$ cat config.mk
export PLATFORM = sky130hd
export DESIGN_NAME = cp0_irq_ctrl
export DESIGN_NICKNAME = d
export VERILOG_FILES = /design/src/rtl/cp0_pkg.sv /design/src/rtl/cp0_req_arb.sv /design/src/rtl/cp0_irq_ctrl.sv
export SDC_FILE = /design/constraint.sdc
export NUM_CORES = 1
export LEC_CHECK = 0
export CORE_MARGIN = 5
export CORE_UTILIZATION = 36
export CTS_BUF_LIST = sky130_fd_sc_hd__clkbuf_2
export CTS_CLUSTER_DIAMETER = 150
export DETAILED_ROUTE_END_ITERATION = 7
export PLACE_DENSITY = 0.82
export SYNTH_ARGS = -nofsm -noshare
export SYNTH_HDL_FRONTEND = slang
export SYNTH_SLANG_ARGS = --single-unit
export TNS_END_PERCENT = 20
$ cat constraint.sdc
create_clock -name CLK_I -period 2.73 [get_ports CLK_I]
set_clock_uncertainty 0.2 [all_clocks]
set_input_delay 0.6825 -clock CLK_I [delete_from_list [all_inputs] [get_ports CLK_I]]
set_output_delay 0.6825 -clock CLK_I [all_outputs]
set_load 0.02 [all_outputs]
$ cat src/rtl/cp0_pkg.sv
// Shared CP0 definitions: register numbers, field positions, exception codes.
package cp0_pkg;

  localparam logic [4:0] REG_BADVADDR = 5'd8;
  localparam logic [4:0] REG_SR       = 5'd12;
  localparam logic [4:0] REG_CAUSE    = 5'd13;
  localparam logic [4:0] REG_EPC      = 5'd14;
  localparam logic [4:0] REG_PRID     = 5'd15;

  localparam int SR_IM_LSB     = 10;
  localparam int SR_EXL_BIT    = 1;
  localparam int SR_IE_BIT     = 0;
  localparam int CAUSE_BD_BIT  = 31;
  localparam int CAUSE_IP_LSB  = 10;
  localparam int CAUSE_EXC_LSB = 2;

  typedef enum logic [4:0] {
    EXC_INT  = 5'd0,
    EXC_ADEL = 5'd4,
    EXC_ADES = 5'd5,
    EXC_RI   = 5'd10,
    EXC_OV   = 5'd12
  } exc_code_e;

  function automatic logic is_addr_err(input logic [4:0] code);
    return (code == EXC_ADEL) || (code == EXC_ADES);
  endfunction

endpackage

$ cat src/rtl/cp0_req_arb.sv
// Combinational interrupt/exception request arbitration and ExcCode select.
module cp0_req_arb
  import cp0_pkg::*;
(
  input  logic [5:0] i_hw_int,
  input  logic [5:0] i_im,
  input  logic       i_ie,
  input  logic       i_exl,
  input  logic [4:0] i_exc_code,
  output logic       o_int_req,
  output logic       o_exc_req,
  output logic       o_req,
  output logic [4:0] o_exc_sel
);

  assign o_int_req = (|(i_hw_int & i_im)) & i_ie & ~i_exl;
  assign o_exc_req = (i_exc_code != 5'd0) & ~i_exl;
  assign o_req     = o_int_req | o_exc_req;
  // Interrupt wins over a simultaneous synchronous exception.
  assign o_exc_sel = o_int_req ? EXC_INT : i_exc_code;

endmodule

$ cat src/rtl/cp0_irq_ctrl.sv
// CP0 interrupt/exception controller: SR, Cause, EPC, PRId and request to pipeline.
// Optional BadVAddr (reg 8) enabled by defining CP0_BADVADDR_EN.
module cp0_irq_ctrl
  import cp0_pkg::*;
#(
  parameter logic [31:0] PRID      = 32'h0000_5200,
  parameter logic [31:0] EXC_ENTRY = 32'h0000_4180
) (
  input  logic        CLK_I,
  input  logic        RST_I,
  input  logic [4:0]  RdAddr,
  input  logic [4:0]  WrAddr,
  input  logic [31:0] WrData,
  input  logic        WE,
  input  logic [31:0] VPC,
  input  logic        BDIn,
  input  logic [4:0]  ExcCodeIn,
  input  logic [31:0] VAddr,
  input  logic [5:0]  HWInt,
  input  logic        EXLClr,
  output logic        Req,
  output logic [31:0] ExcEntry,
  output logic [31:0] EPCOut,
  output logic [31:0] RdData
);

  logic [5:0]  r_im;
  logic        r_exl;
  logic        r_ie;
  logic        r_bd;
  logic [5:0]  r_ip;
  logic [4:0]  r_exc_code;
  logic [31:0] r_epc;

  logic        w_int_req;
  logic        w_exc_req;
  logic        w_req;
  logic [4:0]  w_exc_sel;
  logic [31:0] w_victim;
  logic [31:0] w_sr;
  logic [31:0] w_cause;
  logic [31:0] w_badvaddr;

  cp0_req_arb u_arb (
    .i_hw_int   (HWInt),
    .i_im       (r_im),
    .i_ie       (r_ie),
    .i_exl      (r_exl),
    .i_exc_code (ExcCodeIn),
    .o_int_req  (w_int_req),
    .o_exc_req  (w_exc_req),
    .o_req      (w_req),
    .o_exc_sel  (w_exc_sel)
  );

  // Delay-slot victims restart at the branch.
  assign w_victim = BDIn ? (VPC - 32'd4) : VPC;

  always_ff @(posedge CLK_I) begin
    if (RST_I) begin
      r_im       <= '0;
      r_exl      <= 1'b0;
      r_ie       <= 1'b0;
      r_bd       <= 1'b0;
      r_ip       <= '0;
      r_exc_code <= '0;
      r_epc      <= '0;
    end else begin
      r_ip <= HWInt;
      if (w_req) begin
        r_exl      <= 1'b1;
        r_bd       <= BDIn;
        r_epc      <= {w_victim[31:2], 2'b00};
        r_exc_code <= w_exc_sel;
      end else begin
        if (WE && WrAddr == REG_SR) begin
          r_im  <= WrData[SR_IM_LSB +: 6];
          r_exl <= WrData[SR_EXL_BIT];
          r_ie  <= WrData[SR_IE_BIT];
        end
        if (WE && WrAddr == REG_EPC)
          r_epc <= {WrData[31:2], 2'b00};
        // Later assignment: eret clears EXL after any same-cycle SR write.
        if (EXLClr)
          r_exl <= 1'b0;
      end
    end
  end

`ifdef CP0_BADVADDR_EN
  logic [31:0] r_badvaddr;

  always_ff @(posedge CLK_I) begin
    if (RST_I)
      r_badvaddr <= '0;
    else if (w_req && !w_int_req && is_addr_err(ExcCodeIn))
      r_badvaddr <= VAddr;
  end

  assign w_badvaddr = r_badvaddr;
`else
  logic w_unused_vaddr;
  assign w_unused_vaddr = ^VAddr;
  assign w_badvaddr     = '0;
`endif

  always_comb begin
    w_sr                          = '0;
    w_sr[SR_IM_LSB +: 6]          = r_im;
    w_sr[SR_EXL_BIT]              = r_exl;
    w_sr[SR_IE_BIT]               = r_ie;
    w_cause                       = '0;
    w_cause[CAUSE_BD_BIT]         = r_bd;
    w_cause[CAUSE_IP_LSB +: 6]    = r_ip;
    w_cause[CAUSE_EXC_LSB +: 5]   = r_exc_code;
  end

  always_comb begin
    RdData = '0;
    case (RdAddr)
      REG_BADVADDR: RdData = w_badvaddr;
      REG_SR:       RdData = w_sr;
      REG_CAUSE:    RdData = w_cause;
      REG_EPC:      RdData = r_epc;
      REG_PRID:     RdData = PRID;
      default:      RdData = '0;
    endcase
  end

  assign Req      = w_req;
  assign ExcEntry = EXC_ENTRY;
  assign EPCOut   = r_epc;

endmodule

==> flow_summary_export.csv <==
group,metric,value,unit
clock_tree,cts_buffer_depth,2,
timing,tightest_slew,0.695,ns
cells_and_area,syn_to_final_growth,58.7,%
power_and_ir_drop,peakVddDrop,210,µV
drt,via_count,4543,
status,violations,"negative setup slack",
setup_path,cp-endpoint,"RdData[19]",
global_route,grt.overflow.total,0,
timing,finalSetupViolations,23,
setup_path,start_kind,"input port",
cells_and_area,layout_common_cells,"clkdlybuf4s50_1 (101), buf_4 (78), dfxtp_1 (50)",
global_route,top_usage_layer,"met2",
setup_path,r2r_start,"r_im[0]",
global_route,grt_pass1_wl,23.7,mm
cells_and_area,finalNetCount,790,
global_route,grt_max_degree,33,
drt,vias_per_cell,5.64,
global_route,track_usage,0.225,
global_route,antenna_found_initial,1,
drt,ant_nets,0,
placement,gp_congestion,0.917,
drt,drtIter0Drc,290,
drt,wl_per_cell,18.5,µm
timing,post-route-period-util,1.02,
die,ios,219,
drt,drc_errors,0,
logic_synthesis,ys_seq_area_frac,0.261,
drt,routed_wl,14.9,mm
power_and_ir_drop,p_per_area,321,nW/µm²
clock_tree,cts_hold_buffers,0,
cells_and_area,postLayoutCellArea,6100,µm²
cells_and_area,layout_commonest_cell,"clkdlybuf4s50_1",
clock_tree,clkSinkCount,50,
logic_synthesis,synth.avg_cell_area,8.18,µm²
die,initial_core_util,0.371,
setup_path,rrSetupSlack,0.41,ns
timing,relSlewSlack,0.534,
placement,dp_cells,788,
die,std_cell_rows,37,
setup_path,reg2reg_depth,5,
clock_tree,htree_levels,2,
setup_path,crit_fanout,6,
timing,finalCriticalPeriod,2.80,ns
clock_tree,clk_pin_slew,0.24,ns
placement,place.port_buffers,150,
power_and_ir_drop,p_int,0.00129,W
flow_run,maxCapViolations,0,
timing,fmax,358,MHz
die,die-area,12800,µm²
logic_synthesis,synth_seq_cells,50,
timing,rsz0062_at_grt,"yes",
clock_tree,cts_tree,"done",
power_and_ir_drop,switching_power,0.000666,W
setup_path,reg2reg_to,"r_im[2]",
clock_tree,cts_buffers,5,
setup_path,cp-end-kind,"output pin",
logic_synthesis,synth.distinct_cells,60,
logic_synthesis,ys_async_sr_fraction,0,
logic_synthesis,synth-main-ff-cell,"dfxtp_1",
power_and_ir_drop,pwr-share-seq,0.427,
die,die_w,113,µm
die,die_y,113,µm
cells_and_area,fin_cells,805,
setup_path,required,1.85,ns
logic_synthesis,syn-instance-count,470,
clock_tree,clk_latency,0.43,ns
placement,placed_cell_area,5830,µm²
logic_synthesis,yosysWarnings,0,
global_route,grt_pass1_vias,4684,
global_route,grt_use_met2,0.399,
die,core_area,10400,µm²
power_and_ir_drop,swShare,0.340,
cells_and_area,fillers,933,
drt,drtPass1Iterations,5,
setup_path,path_class,"input port to output pin",
power_and_ir_drop,pwr-share-clk,0.216,
setup_path,crit_start,"RdAddr[4]",
setup_path,arrival,1.91,ns
cells_and_area,layout-drive-gt1-share,0.271,
global_route,met3_usage,0.0444,
global_route,globalRouteMet1Util,0.269,
power_and_ir_drop,p_total,0.00196,W
logic_synthesis,synth_top_cell_by_area,"dfxtp_1",
timing,hold_violations,0,
clock_tree,cts_root_buffer,"clkbuf_2",
logic_synthesis,synth_edf_count,0,
timing,setup_ws,-0.0670,ns
logic_synthesis,yosysTopAreaCellShare,0.261,
placement,dp_hpwl,11.1,mm
logic_synthesis,syn-cell-area,3840,µm²
power_and_ir_drop,p_leak,2.39,nW
hold_path,min_path_type,"register to register",
timing,drv_slew,0,
status,status,"finished, violations left",
power_and_ir_drop,combPwrFrac,0.357,
logic_synthesis,synth_area_leaders,"dfxtp_1 (26%), buf_4 (6.6%), nor4_1 (5.2%), o31a_1 (5.0%), o41ai_1 (4.3%)",
==> power groups by stage <==
stage	clock network (W)	logic, W	registers [W]
after floorplan	0	0.000311	0.000882
after global placement	0	0.000665	0.000846
after detailed placement	0	0.000680	0.000848
after CTS	0.000430	0.000691	0.000837
after global routing	0.000465	0.000749	0.000846
final	0.000424	0.000699	0.000837
==> area by class of cell <==
type / count / area, µm² / share of cell area
Multi-Input combinational cell: 347 / 2510 / 0.412
Timing Repair Buffer: 233 / 2230 / 0.365
Sequential cell: 50 / 1000 / 0.164
Tap cell: 136 / 170 / 0.0279
Inverter: 30 / 113 / 0.0185
Clock inverter: 3 / 43.8 / 0.00718
Clock buffer: 5 / 25.0 / 0.00410
Antenna cell: 1 / 2.50 / 0.000410
==> through the flow <==
step	setup TNS [ns]	setup WS [ns]	util	hold slack, ns
6_report	-1.09	-0.0670	0.588	0.323
3_3_place_gp	-31.19	-0.815	0.562	0.278
4_1_cts	-0.813	-0.0614	0.586	0.328
3_5_place_dp	-35.51	-0.919	0.562	0.294
5_1_grt	-2.01	-0.108	0.588	0.334
2_1_floorplan	-0.447	-0.0563	-	0.243
==> registers in the layout, indices dropped and copies added, names as in the netlist <==
register and flops:
EPCOut 30, r_bd 1, r_exc_code 5, r_exl 1, r_ie 1, r_im 6, r_ip 6
==> critical path, cell delays in order <==
cell     delay, ns
buf_6         0.09
and3b_2       0.26
and2_4        0.15
nor2b_4       0.19
buf_12        0.15
buf_12        0.13
and2_4        0.14
buf_6         0.11
==> cell families after synthesis <==
group                    share of synthesized area
AO/OA/AOI/OAI                                0.269
XOR/XNOR                                    0.0182
adder cells (fa/ha/maj)                    0.00326
buffers and inverters                        0.148
flip-flops                                   0.261
multiplexers                                0.0391
other                                      0.00195
AND/OR/NAND/NOR                              0.260
==> routing by layer <==
layer  vias up  share of wire
met3        35          0.072
li1       2138              -
met5         -              0
met4         0          0.028
met1      2155           0.40
met2       215           0.50
==> cell usage after synthesis, types with 9 or more instances <==
cell / count
a211oi_1: 17
a31oi_1: 17
and2_1: 21
buf_4: 34
clkbuf_1: 35
dfxtp_1: 50
inv_1: 29
mux2i_1: 15
nand2_1: 16
nand4_1: 9
nor2b_1: 9
nor4_1: 32
o31a_1: 22
o31ai_1: 10
o41ai_1: 19
or3_1: 11
or4_1: 13
==> worst min path at each step <==
stage,startpoint,endpoint,cells past startpoint
floorplan,r_ie,r_ie,2
global placement,r_im[1],r_im[1],2
detailed placement,r_im[1],r_im[1],2
CTS,r_ie,r_ie,2
global route,HWInt[5],r_ip[5],2
finish,r_im[4],r_im[4],2
==> what timing repair did <==
item / in CTS / in global routing
gates cloned: 3 / 0
buffers inserted: 4 / 1
setup endpoints to repair: 33 / 32
pin swaps: 14 / 3
gates resized for setup: 229 / 10
Power figures use the tool's default switching activity.
